<file path="src/rtl/icache_refill_ctrl_pkg.sv">
`default_nettype none
// ============================================================================
//  Module   : icache_refill_ctrl_pkg
//  Brief    : Shared widths, FSM encoding and word-select helper for the
//             instruction-cache refill controller.
//  Revision : 1.0  initial release
// ============================================================================
package icache_refill_ctrl_pkg;

    localparam int ADDR_W      = 32;
    localparam int WORD_W      = 32;
    localparam int BLOCK_WORDS = 4;
    localparam int OFFSET_W    = $clog2(BLOCK_WORDS * WORD_W / 8);
    localparam int BLKADDR_W   = ADDR_W - OFFSET_W;
    localparam int CNT_W       = $clog2(BLOCK_WORDS);
    localparam int LINE_W      = BLOCK_WORDS * WORD_W;

    typedef enum logic [1:0] {
        ST_IDLE   = 2'd0,
        ST_FETCH  = 2'd1,
        ST_FILL   = 2'd2,
        ST_REPLAY = 2'd3
    } state_t;

    // Word 0 of a block sits in the least-significant bits.
    function automatic logic [WORD_W-1:0] select_word(
        input logic [LINE_W-1:0] line,
        input logic [CNT_W-1:0]  idx
    );
        return line[int'(idx) * WORD_W +: WORD_W];
    endfunction

endpackage
`default_nettype wire

</file>
<file path="src/rtl/icache_refill_ctrl_if.sv">
`default_nettype none
// ============================================================================
//  Module   : icache_refill_ctrl_if
//  Brief    : Fetch, SRAM and instruction-memory signals of the refill
//             controller; master = controller side, slave = environment.
//  Revision : 1.0  initial release
// ============================================================================
interface icache_refill_ctrl_if;
    import icache_refill_ctrl_pkg::*;

    logic                 cpu_req;
    logic [ADDR_W-1:0]    cpu_addr;
    logic [WORD_W-1:0]    cpu_instr;
    logic                 cpu_valid;
    logic                 cpu_stall;
    logic                 sram_ren;
    logic                 sram_wen;
    logic [BLKADDR_W-1:0] sram_block_addr;
    logic [LINE_W-1:0]    sram_wdata;
    logic                 sram_hit;
    logic [LINE_W-1:0]    sram_rdata;
    logic                 mem_req;
    logic [ADDR_W-1:0]    mem_addr;
    logic                 mem_rvalid;
    logic [WORD_W-1:0]    mem_rdata;
    logic [31:0]          miss_count;

    modport master (
        input  cpu_req, cpu_addr, sram_hit, sram_rdata, mem_rvalid, mem_rdata,
        output cpu_instr, cpu_valid, cpu_stall, sram_ren, sram_wen,
               sram_block_addr, sram_wdata, mem_req, mem_addr, miss_count
    );

    modport slave (
        output cpu_req, cpu_addr, sram_hit, sram_rdata, mem_rvalid, mem_rdata,
        input  cpu_instr, cpu_valid, cpu_stall, sram_ren, sram_wen,
               sram_block_addr, sram_wdata, mem_req, mem_addr, miss_count
    );

endinterface
`default_nettype wire

</file>
<file path="src/rtl/icache_fill_buffer.sv">
`default_nettype none
// ============================================================================
//  Module   : icache_fill_buffer
//  Brief    : Beat counter and word-indexed block assembly buffer for refills.
//  Revision : 1.0  initial release
// ============================================================================
module icache_fill_buffer
    import icache_refill_ctrl_pkg::*;
(
    input  wire logic              clk,
    input  wire logic              rst,
    input  wire logic              i_clear,
    input  wire logic              i_beat_valid,
    input  wire logic [WORD_W-1:0] i_beat_data,
    output logic      [CNT_W-1:0]  o_count,
    output logic                   o_last_beat,
    output logic      [LINE_W-1:0] o_line
);

    logic [CNT_W-1:0] r_count;

    // Counter wraps to 0 on the last beat because BLOCK_WORDS is a power of 2.
    always_ff @(posedge clk) begin
        if (rst) begin
            r_count <= '0;
        end else if (i_clear) begin
            r_count <= '0;
        end else if (i_beat_valid) begin
            r_count <= r_count + 1'b1;
        end
    end

    generate
        for (genvar gi = 0; gi < BLOCK_WORDS; gi++) begin : g_word
            logic [WORD_W-1:0] r_word;

            always_ff @(posedge clk) begin
                if (rst) begin
                    r_word <= '0;
                end else if (i_beat_valid && (r_count == CNT_W'(gi))) begin
                    r_word <= i_beat_data;
                end
            end

            assign o_line[gi*WORD_W +: WORD_W] = r_word;
        end
    endgenerate

    assign o_count     = r_count;
    assign o_last_beat = (r_count == CNT_W'(BLOCK_WORDS - 1));

endmodule
`default_nettype wire

</file>
<file path="src/rtl/icache_refill_ctrl.sv">
`default_nettype none
// ============================================================================
//  Module   : icache_refill_ctrl
//  Brief    : I-cache controller: zero-latency hits, beat-wise block refill
//             from instruction memory, SRAM fill and lookup replay.
//  Revision : 1.0  initial release
// ============================================================================
module icache_refill_ctrl
    import icache_refill_ctrl_pkg::*;
(
    input  wire logic             clk,
    input  wire logic             rst,
    icache_refill_ctrl_if.master  bus
);

    state_t                r_state;
    state_t                w_state_nxt;
    logic [BLKADDR_W-1:0]  r_blk_addr;
    logic [31:0]           r_miss_count;

    logic                  w_miss_inc;
    logic                  w_clear;
    logic                  w_beat;
    logic                  w_latch;
    logic [CNT_W-1:0]      w_count;
    logic                  w_last;
    logic [LINE_W-1:0]     w_line;
    logic [WORD_W-1:0]     w_sel_word;
    logic [BLKADDR_W-1:0]  w_req_blk;

    logic                  w_cpu_valid;
    logic                  w_cpu_stall;
    logic [WORD_W-1:0]     w_cpu_instr;
    logic                  w_sram_ren;
    logic                  w_sram_wen;
    logic [BLKADDR_W-1:0]  w_sram_block_addr;
    logic [LINE_W-1:0]     w_sram_wdata;
    logic                  w_mem_req;
    logic [ADDR_W-1:0]     w_mem_addr;

    icache_fill_buffer u_fill_buffer (
        .clk          (clk),
        .rst          (rst),
        .i_clear      (w_clear),
        .i_beat_valid (w_beat),
        .i_beat_data  (bus.mem_rdata),
        .o_count      (w_count),
        .o_last_beat  (w_last),
        .o_line       (w_line)
    );

    assign w_req_blk  = bus.cpu_addr[ADDR_W-1:OFFSET_W];
    assign w_sel_word = select_word(bus.sram_rdata, bus.cpu_addr[OFFSET_W-1:2]);

    // Every output stays at 0 while rst is high, even mid-refill.
    always_comb begin
        w_state_nxt       = r_state;
        w_miss_inc        = 1'b0;
        w_clear           = 1'b0;
        w_beat            = 1'b0;
        w_latch           = 1'b0;
        w_cpu_valid       = 1'b0;
        w_cpu_stall       = 1'b0;
        w_cpu_instr       = '0;
        w_sram_ren        = 1'b0;
        w_sram_wen        = 1'b0;
        w_sram_block_addr = '0;
        w_sram_wdata      = '0;
        w_mem_req         = 1'b0;
        w_mem_addr        = '0;
        if (!rst) begin
            unique case (r_state)
                ST_IDLE: begin
                    w_sram_ren        = bus.cpu_req;
                    w_sram_block_addr = w_req_blk;
                    if (bus.cpu_req && bus.sram_hit) begin
                        w_cpu_valid = 1'b1;
                        w_cpu_instr = w_sel_word;
                    end else if (bus.cpu_req) begin
                        w_cpu_stall = 1'b1;
                        w_latch     = 1'b1;
                        w_clear     = 1'b1;
                        w_miss_inc  = 1'b1;
                        w_state_nxt = ST_FETCH;
                    end
                end
                ST_FETCH: begin
                    w_cpu_stall = 1'b1;
                    w_mem_req   = 1'b1;
                    w_mem_addr  = {r_blk_addr, w_count, 2'b00};
                    w_beat      = bus.mem_rvalid;
                    if (bus.mem_rvalid && w_last) begin
                        w_state_nxt = ST_FILL;
                    end
                end
                ST_FILL: begin
                    w_cpu_stall       = 1'b1;
                    w_sram_wen        = 1'b1;
                    w_sram_block_addr = r_blk_addr;
                    w_sram_wdata      = w_line;
                    w_state_nxt       = ST_REPLAY;
                end
                ST_REPLAY: begin
                    w_sram_ren        = 1'b1;
                    w_sram_block_addr = r_blk_addr;
                    if (bus.sram_hit) begin
                        w_cpu_valid = 1'b1;
                        w_cpu_instr = w_sel_word;
                        w_state_nxt = ST_IDLE;
                    end else begin
                        // Fill did not stick: count it as a fresh miss and refetch.
                        w_cpu_stall = 1'b1;
                        w_clear     = 1'b1;
                        w_miss_inc  = 1'b1;
                        w_state_nxt = ST_FETCH;
                    end
                end
                default: w_state_nxt = ST_IDLE;
            endcase
        end
    end

    always_ff @(posedge clk) begin
        if (rst) begin
            r_state      <= ST_IDLE;
            r_blk_addr   <= '0;
            r_miss_count <= '0;
        end else begin
            r_state <= w_state_nxt;
            if (w_latch) begin
                r_blk_addr <= w_req_blk;
            end
            if (w_miss_inc && (r_miss_count != '1)) begin
                r_miss_count <= r_miss_count + 32'd1;
            end
        end
    end

    assign bus.cpu_valid       = w_cpu_valid;
    assign bus.cpu_stall       = w_cpu_stall;
    assign bus.cpu_instr       = w_cpu_instr;
    assign bus.sram_ren        = w_sram_ren;
    assign bus.sram_wen        = w_sram_wen;
    assign bus.sram_block_addr = w_sram_block_addr;
    assign bus.sram_wdata      = w_sram_wdata;
    assign bus.mem_req         = w_mem_req;
    assign bus.mem_addr        = w_mem_addr;
    assign bus.miss_count      = r_miss_count;

endmodule
`default_nettype wire

</file>
<file path="src/flat_wrapper.sv">
// flat-port wrapper written by rule: the top's interface ports become plain ports
module icache_refill_ctrl_flat import icache_refill_ctrl_pkg::*;
  (clk, rst, bus_cpu_req, bus_cpu_addr, bus_sram_hit, bus_sram_rdata, bus_mem_rvalid, bus_mem_rdata, bus_cpu_instr, bus_cpu_valid, bus_cpu_stall, bus_sram_ren, bus_sram_wen, bus_sram_block_addr, bus_sram_wdata, bus_mem_req, bus_mem_addr, bus_miss_count);
  icache_refill_ctrl_if bus_i ();
  input  wire logic clk;
  input  wire logic rst;
  input wire logic [$bits(bus_i.cpu_req)-1:0] bus_cpu_req;
  input wire logic [$bits(bus_i.cpu_addr)-1:0] bus_cpu_addr;
  input wire logic [$bits(bus_i.sram_hit)-1:0] bus_sram_hit;
  input wire logic [$bits(bus_i.sram_rdata)-1:0] bus_sram_rdata;
  input wire logic [$bits(bus_i.mem_rvalid)-1:0] bus_mem_rvalid;
  input wire logic [$bits(bus_i.mem_rdata)-1:0] bus_mem_rdata;
  output wire logic [$bits(bus_i.cpu_instr)-1:0] bus_cpu_instr;
  output wire logic [$bits(bus_i.cpu_valid)-1:0] bus_cpu_valid;
  output wire logic [$bits(bus_i.cpu_stall)-1:0] bus_cpu_stall;
  output wire logic [$bits(bus_i.sram_ren)-1:0] bus_sram_ren;
  output wire logic [$bits(bus_i.sram_wen)-1:0] bus_sram_wen;
  output wire logic [$bits(bus_i.sram_block_addr)-1:0] bus_sram_block_addr;
  output wire logic [$bits(bus_i.sram_wdata)-1:0] bus_sram_wdata;
  output wire logic [$bits(bus_i.mem_req)-1:0] bus_mem_req;
  output wire logic [$bits(bus_i.mem_addr)-1:0] bus_mem_addr;
  output wire logic [$bits(bus_i.miss_count)-1:0] bus_miss_count;
  assign bus_i.cpu_req = bus_cpu_req;
  assign bus_i.cpu_addr = bus_cpu_addr;
  assign bus_i.sram_hit = bus_sram_hit;
  assign bus_i.sram_rdata = bus_sram_rdata;
  assign bus_i.mem_rvalid = bus_mem_rvalid;
  assign bus_i.mem_rdata = bus_mem_rdata;
  assign bus_cpu_instr = bus_i.cpu_instr;
  assign bus_cpu_valid = bus_i.cpu_valid;
  assign bus_cpu_stall = bus_i.cpu_stall;
  assign bus_sram_ren = bus_i.sram_ren;
  assign bus_sram_wen = bus_i.sram_wen;
  assign bus_sram_block_addr = bus_i.sram_block_addr;
  assign bus_sram_wdata = bus_i.sram_wdata;
  assign bus_mem_req = bus_i.mem_req;
  assign bus_mem_addr = bus_i.mem_addr;
  assign bus_miss_count = bus_i.miss_count;
  icache_refill_ctrl u_core (.clk(clk), .rst(rst), .bus(bus_i));
endmodule
</file>
<file path="config.mk">
export PLATFORM = sky130hd
export DESIGN_NAME = icache_refill_ctrl_flat
export DESIGN_NICKNAME = d
export VERILOG_FILES = /design/src/rtl/icache_refill_ctrl_pkg.sv /design/src/rtl/icache_refill_ctrl_if.sv /design/src/rtl/icache_fill_buffer.sv /design/src/rtl/icache_refill_ctrl.sv /design/src/flat_wrapper.sv
export SDC_FILE = /design/constraint.sdc
export NUM_CORES = 1
export LEC_CHECK = 0
export BUFFER_PORTS_ARGS = -buffer_cell sky130_fd_sc_hd__buf_4
export CAP_MARGIN = 20
export CORE_AREA = 2 2 175 177
export CTS_BUF_LIST = sky130_fd_sc_hd__clkbuf_4 sky130_fd_sc_hd__clkbuf_8
export DETAILED_ROUTE_END_ITERATION = 8
export DIE_AREA = 0 0 177 179
export PLACE_DENSITY_LB_ADDON = 0.15
export SLEW_MARGIN = 20
export SYNTH_ARGS = -nofsm -noshare
export SYNTH_HDL_FRONTEND = slang
export SYNTH_HIERARCHICAL = 1
export SYNTH_SLANG_ARGS = --single-unit
export TNS_END_PERCENT = 50
</file>
<file path="constraint.sdc">
create_clock -name clk -period 4.2 [get_ports clk]
set_clock_uncertainty 0.1 [all_clocks]
set_input_delay 0 -clock clk [delete_from_list [all_inputs] [get_ports clk]]
set_output_delay 0 -clock clk [all_outputs]
set_load 0.02 [all_outputs]
</file>
-- Word-level counts from Yosys, hierarchy flattened
Index checks and enable logic that the tools add are counted.
- register bits after elaboration: 192
- output and inout port bits: 257
- muxes and demuxes: 36
- $add $sub $neg: 2
- shift-type cells: 1
- equality and inequality tests: 10
- reduce and logical (&&, ||, !) cells: 13
- operator list (operator ; number):
    two-way mux 128 bit ; 2
    two-way mux 32 bit ; 5
    indexed part select 128 x 8 -> 32 bit ; 1
    case mux 32 bit (2 select lines) ; 1
    case mux 28 bit (2 select lines) ; 1
    adder 32 x 1 -> 32 bit (second input constant) ; 1
    inequality test 32 bit (second input constant) ; 1
    two-way mux 28 bit ; 1
    two-way mux 1 bit ; 18
    equality test 2 bit (second input constant) ; 4
    case mux 2 bit (4 select lines) ; 1
    logical AND 1 bit ; 7
    two-way mux 2 bit ; 3
    case mux 1 bit (2 select lines) ; 3
    OR reduction 2 bit ; 3
    equality test 2 x 1 -> 1 bit (second input constant) ; 2
    zero test 2 bit ; 2
    inequality test 2 bit (second input constant) ; 2
    case mux 1 bit (3 select lines) ; 1
    AND reduction 3 bit ; 1
    adder 2 x 1 -> 2 bit (second input constant) ; 1
    inequality test 2 x 1 -> 1 bit (second input constant) ; 1

-- Longest topological paths before layout
Gate-level depths: netlist (run 1).
- depth in word-level cells: 5
- depth in mapped cells: 10
- depth with buffers taken out: 8

-- Cells and area by module
Netlist (run 1), hierarchy kept.
- by module, submodules not included (module ; area an instance (sq um) ; cells an instance ; sequential area each (sq um) ; times used):
    icache_refill_ctrl ; 5335.1 ; 688 ; 1241.2 ; 1
    icache_fill_buffer ; 5207.5 ; 465 ; 2602.5 ; 1

-- Worst setup path before layout (run 1)
No wires, ideal clock.
- path type: reg-to-reg
- start point: register u_core.r_state[0]
- end point: register u_core.r_miss_count[20], in the netlist u_core/bus.miss_count[20]
- arrival time: 2.201 ns
- stages on the path, launching flop included: 10
- buffers on the path: 1
- path slack: 1.829 ns
- period minus slack after synthesis: 2.371 ns
- cell sequence: dfxtp_1 > inv_1 > ha_1 > nor3_1 > nand2b_1 > clkbuf_1 > inv_1 > nand3_1 > or4b_2 > a21oi_1
- longest elaborated chain between the ends: 4
- elaborated cells on any way between the ends: 5
- RTL lines (element ; line ; text):
    start, declared ; icache_refill_ctrl.sv:16 ; state_t r_state;
    start signal, assigned ; icache_refill_ctrl.sv:129 ; r_state <= w_state_nxt;
    equality test 2 bit / zero test 2 bit (equally long branches) ; icache_refill_ctrl.sv:72 ; unique case (r_state)
    case mux 1 bit (2 select lines) (*) ; icache_refill_ctrl.sv:72 ;
    two-way mux 1 bit (*) ; icache_refill_ctrl.sv:71 ; if (!rst) begin
    logical AND 1 bit (*) ; icache_refill_ctrl.sv:133 ; if (w_miss_inc && (r_miss_count != '1)) begin
    end signal, assigned ; icache_refill_ctrl.sv:134 ; r_miss_count <= r_miss_count + 32'd1;
    end, declared ; icache_refill_ctrl.sv:19 ; logic [31:0] r_miss_count;
Mark *: on every way between the ends. The rest lies on a longest branch, timed or not.
A chain may end at the register's enable or synchronous reset.

-- Worst setup path after layout (run 1)
- start point: register u_core.r_state[0]
- end point: register u_core.r_miss_count[22], in the netlist u_core/bus.miss_count[22]
The elaborated chain is that of the path after synthesis.

==> flow_metrics.env, run 1 <==
export IMPL_outcome="finished clean"
export IMPL_firstDrtPassIters=5
export IMPL_ir_drop_mv=0.186
export IMPL_path_cells="inv_1, ha_1, nor3_1, nand2b_1, inv_1, nand3_1, or4b_2, a21oi_1"
export IMPL_grt_usage_pct=23.9
export IMPL_drt_iter0_drc=645
export IMPL_cp_slowest_stage_delay_ns=0.79
export IMPL_synth_edf_count=0
export IMPL_synth_avg_cell_area_um2=9.14
export IMPL_holdBufCountCts=61
export IMPL_clkPwrFrac_pct=27.5
export IMPL_dp_hpwl_um=28900
export IMPL_path_max_fanout=18
export IMPL_boundaryPins=454
export IMPL_final_common_cell="buf_4"
export IMPL_cap_violations=0
export IMPL_ys_seq_area_share_pct=36.5
export IMPL_grt_max_degree=130
export IMPL_placed_area_um2=14100
export IMPL_async_flop_share_pct=0
export IMPL_critPathTopFamily="simple AND/OR/NAND/NOR gates"
export IMPL_core_area_um2=30000
export IMPL_overflow=0
export IMPL_ctsResizeCount=0
export IMPL_syn_to_final_growth_pct=43.4
export IMPL_fmax_mhz=327
export IMPL_wl_per_cell_um=19.8
export IMPL_relSlewSlack_pct=36.5
export IMPL_intPower_uw=2950
export IMPL_io_buffers=449
export IMPL_slew_viol_final=0
export IMPL_num_nets_final=1808
export IMPL_grt_pass1_wl_um=57700
export IMPL_critPathRequiredTime_ns=4.52
export IMPL_report_final_hold_viol_count=0
export IMPL_crit_slowest_cell="or4b_2"
export IMPL_cp_start_kind="flip-flop"
export IMPL_route_detailed_drc=0
export IMPL_ys_seq_elements=192
export IMPL_setup_tns_final_ns=0
export IMPL_crit_buf_inv=2
export IMPL_die_w_um=177
export IMPL_cts_tree="built"
export IMPL_die_h_um=179
export IMPL_synth_cell_type_count=50
export IMPL_cts_made_buffers=17
export IMPL_routed_via_density=4.97
export IMPL_p_comb_share_pct=30.4
export IMPL_power_uw=4600
export IMPL_clock_latency_ns=0.48
export IMPL_finalSetupViolations=0
export IMPL_switchingPower_uw=1650
export IMPL_power_frac_seq_pct=42.2
export IMPL_critPathMostFrequentCell="inv_1"
export IMPL_cp_arrival_ns=3.38
export IMPL_syn_inst=1153
export IMPL_cts_max_level=4
export IMPL_clock_sinks=192
export IMPL_fp_row_count=64
export IMPL_worst_pin_slew_ns=0.946
export IMPL_antenna_found_initial=6
export IMPL_fp_dieArea_um2=31700
export IMPL_leakage_uw=0.00710
export IMPL_cts_buffer_depth=2
export IMPL_holdCritPathClass="in2reg"
export IMPL_yosys_warnings=6
export IMPL_cts_setup_buffers=0
export IMPL_rsz0062_at_grt="false"
export IMPL_crit_type="reg2reg"
export IMPL_initial_utilization_pct=35.1
export IMPL_antenna_left=0
export IMPL_layout_common_cells="buf_4 (460), dfxtp_1 (192), and2_1 (163)"
export IMPL_min_period_ns=3.06
export IMPL_syn_cell_area_um2=10500
export IMPL_cp_end_kind="flip-flop"
export IMPL_fin_util_pct=50.3
export IMPL_pwr_density_cell_nw_per_um2=304
export IMPL_path_clk_slew_ns=0.13
export IMPL_root_buffer="clkbuf_8"
export IMPL_fin_crit_sh_pct=72.8
export IMPL_final_cell_area_um2=15100
export IMPL_vias=9990
export IMPL_wl_um=39800
export IMPL_drive_above_1_share_pct=33.9
export IMPL_gp_congestion=0.833
export IMPL_grt_pass1_vias=9785
export IMPL_switching_share_pct=35.8
export IMPL_ys_flop_type="dfxtp_1"
final timing paths:
kind / from / to / slack, ns / depth (start not counted)
max: u_core/r_state[0] / u_core/bus.miss_count[22] / 1.14 / 8
min reg2reg: u_core/r_blk_addr[9] / u_core/r_blk_addr[9] / 0.37 / 2
min: bus_cpu_req / u_core/r_state[0] / 0.04 / 5
max reg2reg: u_core/r_state[0] / u_core/bus.miss_count[22] / 1.14 / 8
cells by family (layout without fill, tap and decap cells):
family / after synthesis / after routing / synth area share, %
adders and majority gates: 11 / 11 / 1.31
buffers and inverters: 103 / 562 / 4.65
other: 1 / 5 / 0.0356
muxes: 163 / 163 / 19.3
AOI/OAI and AO/OA: 120 / 120 / 7.00
and+or+nand+nor: 562 / 562 / 31.2
DFF: 192 / 192 / 36.5
xor gates and xnor gates: 1 / 1 / 0.0831
power by group through the flow:
stage / combinational [µW] / clock, µW / sequential (µW)
6_report: 1400 / 1260 / 1940
2_1_floorplan: 785 / 0 / 1970
5_1_grt: 1490 / 1380 / 1950
3_3_place_gp: 1330 / 0 / 1980
3_5_place_dp: 1340 / 0 / 1980
4_1_cts: 1390 / 1310 / 1940
synthesized netlist by cell type (6+ instances only):
cell type / instances / area share (%)
buf_2: 8 / 0.38
clkbuf_1: 69 / 2.5
a22oi_1: 29 / 2.1
or4_1: 9 / 0.64
nand2b_1: 162 / 9.6
and3_1: 36 / 2.1
nand3_1: 8 / 0.38
nor2_1: 39 / 1.4
mux4_2: 32 / 6.8
buf_4: 12 / 0.85
nand4_1: 12 / 0.71
dfxtp_1: 192 / 36
and2_1: 163 / 9.7
ha_1: 11 / 1.3
nand2_1: 78 / 2.8
o31ai_1: 8 / 0.57
a21oi_1: 27 / 1.3
nor3_1: 10 / 0.47
inv_1: 8 / 0.28
mux2i_1: 129 / 12
o21ai_0: 36 / 1.7
or3_1: 13 / 0.77
o21ai_1: 6 / 0.28
cell type report:
cell class	instances	area (µm²)
clock inverter	14	165
fill	2938	14900
antenna	3	7.51
inverter	8	30.0
sequential	192	3840
multi-input combinational	859	6230
timing repair buffer	522	4090
tap	396	495
clock buffer	18	248
routing by layer:
layer	wire length [µm]	vias to the layer above	track usage, %
li1	-	4846	-
met1	16300	4748	29.1
met2	19600	352	40.8
met3	3100	42	6.72
met4	756	2	7.09
met5	13	-	0
state kept, by name, indices dropped and copies added (netlist names):
name	flops
u_core/u_fill_buffer/g_word.r_word	128
u_core/bus.miss_count	32
u_core/r_blk_addr	28
u_core/r_state	2
u_core/u_fill_buffer/o_count	2
stage by stage:
stage	instances	worst slack, ns	hold WS (ns)
2_1_floorplan	1154	1.83	0.00862
3_3_place_gp	1915	1.23	0.104
3_5_place_dp	1915	1.16	0.112
4_1_cts	2008	1.16	0.00569
5_1_grt	2011	0.876	0.0430
6_report	2012	1.14	0.0445
worst min-delay path: stages:
cell and delay (ns):
buf_4 0.12, nand2b_1 0.14, a22oi_1 0.16, nor2_1 0.11
a211oi_1 0.05
No activity file was read; power rests on OpenSTA's default activity.
==> run 2, diff against run 1 <==
ABC_AREA = 1   (was unset)
CORE_AREA = 2 2 177 179   (was 2 2 175 177)
DIE_AREA = 0 0 179 181   (was 0 0 177 179)
clock period = 2.9 ns   (was 4.2 ns; I/O delays follow)
==> run 2 against run 1 <==
Against the previous run: hold slack gained 0.015 ns; design area grew 5.1%; combinational power grew 85%; power grew 56%; sequential share of layout area shrank 1.2 points; core utilization grew 2.0 points; routed wire length grew 2.4%; flip-flop and latch count is the same; die area grew 2.3%; sequential power grew 46%; critical endpoint is now bus_cpu_instr[10]; largest cell class unchanged; highest routed layer is now met4.
==> flow_metrics.env, run 2 <==
export IMPL_overflow=0
export IMPL_holdPathStages=5
export IMPL_finalWorstSetupSlack_ns=0.170
export IMPL_rr_startpoint="u_core/r_state[0]"
export IMPL_place_ws_ns=0.480
export IMPL_async_flop_share_pct=0
export IMPL_root_buffer="clkbuf_8"
export IMPL_dp_hpwl_um=27500
export IMPL_ys_seq_area_share_pct=33.6
export IMPL_ys_flop_type="dfxtp_1"
export IMPL_syn_to_final_growth_pct=38.8
export IMPL_critPathTopFamily="buffers and inverters"
export IMPL_layout_common_cells="nor2_1 (654), nand2_1 (576), buf_4 (464)"
export IMPL_cp_start_kind="flip-flop"
export IMPL_synth_edf_count=0
export IMPL_crit_buf_inv=4
export IMPL_vias=13500
export IMPL_drive_above_1_share_pct=21.9
export IMPL_reg2reg_to="u_core/r_state[0]"
export IMPL_path_cells="inv_1, ha_1, nor2_1, nand2_1, nor2_4, clkinvlp_4, buf_4, a21oi_1, buf_4"
export IMPL_reg2reg_depth=8
export IMPL_ys_seq_elements=192
export IMPL_core_area_um2=30300
export IMPL_initial_utilization_pct=37.7
export IMPL_synth_avg_cell_area_um2=5.74
export IMPL_clock_latency_ns=0.47
export IMPL_cts_made_buffers=17
export IMPL_die_w_um=179
export IMPL_route_detailed_drc=0
export IMPL_antenna_found_initial=0
export IMPL_crit_type="reg2out"
export IMPL_wl_per_cell_um=14.4
export IMPL_largest_reg_flops=128
export IMPL_worst_pin_slew_ns=1.01
export IMPL_holdCritPathClass="in2reg"
export IMPL_grt_usage_pct=24.0
export IMPL_synth_top_cell_area_share_pct=33.6
export IMPL_grt_pass1_wl_um=62700
export IMPL_largest_register="u_core/u_fill_buffer/g_word.r_word"
export IMPL_min_period_ns=2.73
export IMPL_leakage_uw=0.00793
export IMPL_slew_viol_final=0
export IMPL_path_max_fanout=16
export IMPL_fmax_mhz=366
export IMPL_hp_start="bus_sram_hit"
export IMPL_synthTopCellsByCount="nor2_1 (655), nand2_1 (576), dfxtp_1 (192)"
export IMPL_antenna_left=0
export IMPL_syn_cell_area_um2=11400
export IMPL_grt_max_degree=122
export IMPL_power_uw=7180
export IMPL_fin_util_pct=52.4
export IMPL_critPathMostFrequentCell="buf_4"
export IMPL_cp_end_kind="primary output"
export IMPL_io_buffers=449
export IMPL_fp_row_count=64
export IMPL_relSlewSlack_pct=32.4
export IMPL_fp_dieArea_um2=32400
export IMPL_synth_most_common_cell="nor2_1"
export IMPL_holdWs_ns=0.0598
export IMPL_gp_congestion=0.887
export IMPL_finalSetupViolations=0
export IMPL_grt_pass1_vias=12400
export IMPL_rsz0062_at_grt="false"
export IMPL_drt_iter0_drc=962
export IMPL_diodes=0
export IMPL_cts_buffer_depth=2
export IMPL_cap_violations=0
export IMPL_path_clk_slew_ns=0.10
export IMPL_synth_area_top_cells="dfxtp_1 (34%), nor2_1 (21%), nand2_1 (19%), inv_1 (5.6%), o21ai_0 (4.1%)"
export IMPL_fin_crit_sh_pct=94.1
export IMPL_rrSetupSlack_ns=0.27
export IMPL_cts_max_level=4
export IMPL_die_h_um=181
export IMPL_setup_tns_final_ns=0
export IMPL_boundaryPins=454
export IMPL_clock_sinks=192
export IMPL_synth_cell_type_count=33
export IMPL_cp_slowest_stage_delay_ns=0.41
export IMPL_syn_inst=1996
export IMPL_outcome="finished clean"
export IMPL_firstDrtPassIters=7
export IMPL_final_common_cell="nor2_1"
export IMPL_cp_arrival_ns=2.63
export IMPL_ir_drop_mv=0.319
export IMPL_routed_via_density=4.76
export IMPL_pwr_density_cell_nw_per_um2=452
export IMPL_crit_slowest_cell="dfxtp_1"
export IMPL_num_nets_final=2629
export IMPL_synth_top_area_cell="dfxtp_1"
export IMPL_yosys_warnings=6
export IMPL_wl_um=40800
export IMPL_min_to="u_core/r_blk_addr[11]"
export IMPL_report_final_hold_viol_count=0
export IMPL_critPathRequiredTime_ns=2.80
export IMPL_cts_tree="built"
==> run 2: cell types whose count changed after synthesis, moves of 12 or more <==
cell / change
a21oi_1: +25
buf_2: +30
inv_1: +163
nand2b_1: -162
and2_1: -163
or3_1: -13
nand2_1: +498
o21ai_0: +58
and3_1: -36
mux2i_1: -129
nand3_1: +28
nor2_1: +616
mux4_2: -32
buf_1: +12
==> run 2: cell families (layout without fill, tap and decap cells) <==
family / count (synthesis) / in the layout / share of synthesized area, %
and+or+nand+nor: 1304 / 1304 / 44.7
buffers and inverters: 301 / 737 / 11.4
DFF: 192 / 192 / 33.6
AOI/OAI and AO/OA: 186 / 186 / 9.03
adders and majority gates: 11 / 11 / 1.20
other: 1 / 2 / 0.0328
xor gates and xnor gates: 1 / 1 / 0.0765
==> run 2: power by group <==
| part | internal, µW | total [µW] | switching (µW) |
|---|---|---|---|
| Sequential | 2750 | 2840 | 83.6 |
| Clock | 662 | 1760 | 1090 |
| Combinational | 928 | 2590 | 1660 |
| Total | 4340 | 7180 | 2840 |
==> run 2: how the worst max path moves through the flow <==
stage | end | cells after the start | start
6_report | bus_cpu_instr[10] | 9 | u_core/r_state[0]
3_3_place_gp | bus_cpu_instr[10] | 8 | u_core/r_state[0]
2_1_floorplan | bus_cpu_instr[10] | 8 | u_core/r_state[0]
3_5_place_dp | bus_cpu_instr[10] | 8 | u_core/r_state[0]
4_1_cts | bus_cpu_instr[10] | 9 | u_core/r_state[0]
5_1_grt | bus_sram_block_addr[15] | 8 | u_core/r_state[0]
==> run 2: worst register-to-register path, delay by kind of cell (launching register included) <==
family          cells  cell delay, ns
compound gates      1            0.05
flops               1            0.36
simple gates        3            0.36
fa+ha+maj           1            0.59
buf+inv             3            1.11
==> run 2: per-stage QoR <==
step                area (µm²)  std cells
floorplan                11500       1997
global placement         14800       2730
detailed placement       14800       2730
CTS                      15900       2829
global route             15900       2829
finish                   15900       2829
==> run 2: what timing repair did <==
| action | 4_1_cts | 5_1_grt |
|---|---|---|
| endpoints found under the setup margin | 7 | 28 |
| hold endpoints to repair | 165 | 0 |
| setup buffers | 3 | 0 |
| hold buffers | 64 | 0 |
| cloned | 1 | 0 |
| gates resized for setup | 3 | 1 |
==> run 2: layout make-up <==
cell class	count	area, µm²
inverter	173	656
timing repair inverter	1	7.51
multi-input combinational	1504	6330
clock inverter	12	114
sequential	192	3840
clock buffer	19	255
tap	396	495
timing repair buffer	532	4200
fill	3127	14500
==> run 2: layer usage <==
metal,wire [µm],track usage (%)
met1,16300,27.8
met2,19300,41.0
met3,3580,6.54
met4,1580,10.5
met5,0,0
==> run 3, diff against run 2 <==
BUFFER_PORTS_ARGS = unset   (was -buffer_cell sky130_fd_sc_hd__buf_4)
CORE_AREA = 2 2 176 178   (was 2 2 177 179)
DIE_AREA = 0 0 178 180   (was 0 0 179 181)
DONT_BUFFER_PORTS = 1   (was unset)
==> run 3 against run 2 <==
Against the previous run: register-to-register slack better by 0.18 ns; power is 5.7% lower; highest routed layer unchanged; die area is 1.1% lower; flip-flop and latch count stayed put; critical path depth is 1 higher; design area is 19% lower; routed wire length is 8.9% lower; maximum frequency is 1.0% lower.
==> flow_metrics.env, run 3 (synthesis gave the netlist of run 2 again) <==
export IMPL_cp_start_kind="flip-flop"
export IMPL_fin_crit_sh_pct=95.1
export IMPL_firstDrtPassIters=5
export IMPL_min_period_ns=2.76
export IMPL_finalSetupViolations=0
export IMPL_root_buffer="clkbuf_8"
export IMPL_path_depth=10
export IMPL_switching_share_pct=38.2
export IMPL_layout_common_cells="nor2_1 (654), nand2_1 (576), dfxtp_1 (192)"
export IMPL_intPower_uw=4190
export IMPL_holdCritPathClass="in2out"
export IMPL_wl_um=37100
export IMPL_die_w_um=178
export IMPL_critPathRequiredTime_ns=2.80
export IMPL_cts_tree="built"
export IMPL_critPathTopFamily="buffers and inverters"
export IMPL_grt_usage_pct=22.2
export IMPL_power_frac_seq_pct=41.8
export IMPL_grt_max_degree=134
export IMPL_relSlewSlack_pct=33.2
export IMPL_boundaryPins=454
export IMPL_placed_cells=2322
export IMPL_clock_sinks=192
export IMPL_vias=11900
export IMPL_switchingPower_uw=2590
export IMPL_initial_utilization_pct=37.9
export IMPL_fillers=3300
export IMPL_drive_above_1_share_pct=6.22
export IMPL_crit_slowest_cell="dfxtp_1"
export IMPL_outcome="finished clean"
export IMPL_routed_via_density=4.92
export IMPL_worst_pin_slew_ns=0.996
export IMPL_final_cell_area_um2=12900
export IMPL_largest_register="u_core/u_fill_buffer/g_word.r_word"
export IMPL_path_cells="inv_1, ha_1, nor2_1, nand2_1, nor2_2, clkinvlp_4, buf_12, buf_4, a21oi_1, buf_4"
export IMPL_ir_drop_mv=0.338
export IMPL_fmax_mhz=363
export IMPL_path_max_fanout=13
export IMPL_drt_iter0_drc=840
export IMPL_fp_row_count=64
export IMPL_overflow=0
export IMPL_clkPwrFrac_pct=27.3
export IMPL_slew_viol_final=0
export IMPL_placed_area_um2=11800
export IMPL_leakage_uw=0.00586
export IMPL_antenna_found_initial=2
export IMPL_fin_util_pct=42.7
export IMPL_path_clk_slew_ns=0.10
export IMPL_core_area_um2=30200
export IMPL_io_buffers=0
export IMPL_largest_reg_flops=128
export IMPL_p_comb_share_pct=30.8
export IMPL_grt_pass1_vias=10600
export IMPL_num_nets_final=2223
export IMPL_fp_dieArea_um2=32000
export IMPL_die_h_um=180
export IMPL_syn_to_final_growth_pct=12.6
export IMPL_crit_type="reg2out"
export IMPL_dp_hpwl_um=24600
export IMPL_crit_buf_inv=5
export IMPL_cts_made_buffers=17
export IMPL_cp_slowest_stage_delay_ns=0.43
export IMPL_critPathMostFrequentCell="buf_4"
export IMPL_final_common_cell="nor2_1"
export IMPL_cap_violations=0
export IMPL_gp_congestion=0.910
export IMPL_final_cells=2426
export IMPL_reg2reg_depth=9
export IMPL_pwr_density_cell_nw_per_um2=526
export IMPL_cts_buffer_depth=2
export IMPL_cp_end_kind="primary output"
export IMPL_holdPathStages=1
export IMPL_antenna_left=0
export IMPL_grt_pass1_wl_um=57300
export IMPL_cp_arrival_ns=2.66
export IMPL_route_detailed_drc=0
export IMPL_cts_max_level=4
export IMPL_report_final_hold_viol_count=0
export IMPL_wl_per_cell_um=15.3
export IMPL_clock_latency_ns=0.49
==> run 3: cell type report <==
cell class | instances | area [µm²] | area share (%)
Sequential cell | 192 | 3840 | 29.8
Tap cell | 396 | 495 | 3.84
Inverter | 173 | 656 | 5.09
Antenna cell | 3 | 7.51 | 0.0582
Multi-Input combinational cell | 1504 | 6320 | 49.0
Clock inverter | 10 | 126 | 0.980
Timing Repair Buffer | 127 | 1170 | 9.07
Clock buffer | 21 | 270 | 2.10
==> run 3: final timing paths <==
path,start,endpoint,slack (ns)
hold reg to reg,u_core/r_blk_addr[10],u_core/r_blk_addr[10],0.41
hold / removal,rst,bus_sram_wdata[0],0.04
setup / recovery,u_core/r_state[0],bus_cpu_instr[10],0.14
setup reg to reg,u_core/r_state[0],u_core/r_state[0],0.45
==> run 3: timing repair <==
| item | 4_1_cts | 5_1_grt |
|---|---|---|
| setup endpoints to repair | 0 | 19 |
| hold buffers | 67 | 0 |
| gates resized for setup | 0 | 2 |
| endpoints found under the hold margin | 200 | 0 |
| setup buffers | 0 | 3 |
==> run 3: stage by stage <==
stage	TNS (ns)	setup WS (ns)	power, µW	hold WS [ns]
detailed placement	0	0.588	4830	-0.0104
global placement	0	0.633	4820	-0.00845
finish	0	0.142	6770	0.0362
floorplan	0	0.777	4390	0.0127
CTS	0	0.0275	6840	0.000111
global route	-0.00475	-0.00475	7170	0.0196
==> run 3: worst register-to-register path: cells and delay by family, from the launching register on <==
| family | cells | cell delay [ns] |
|---|---|---|
| fa+ha+maj | 1 | 0.19 |
| buf+inv | 4 | 1.10 |
| simple gates | 2 | 0.14 |
| compound gates | 2 | 0.46 |
| flops | 1 | 0.37 |
==> run 3: power groups by stage <==
stage | sequential [µW] | combinational, µW | clock, µW
CTS | 2830 | 2070 | 1940
finish | 2830 | 2090 | 1850
global route | 2850 | 2300 | 2020
detailed placement | 2890 | 1940 | 0
floorplan | 2870 | 1510 | 0
global placement | 2890 | 1930 | 0
==> run 3: metal layers <==
layer,wire [µm],global-route usage (%),share of wire (%),vias to the layer above
met4,983,8.52,2.6,0
met2,17200,36.0,46,431
met1,15400,27.0,42,5402
met5,0,0,0,-
li1,-,-,-,6058
met3,3560,7.40,9.6,57
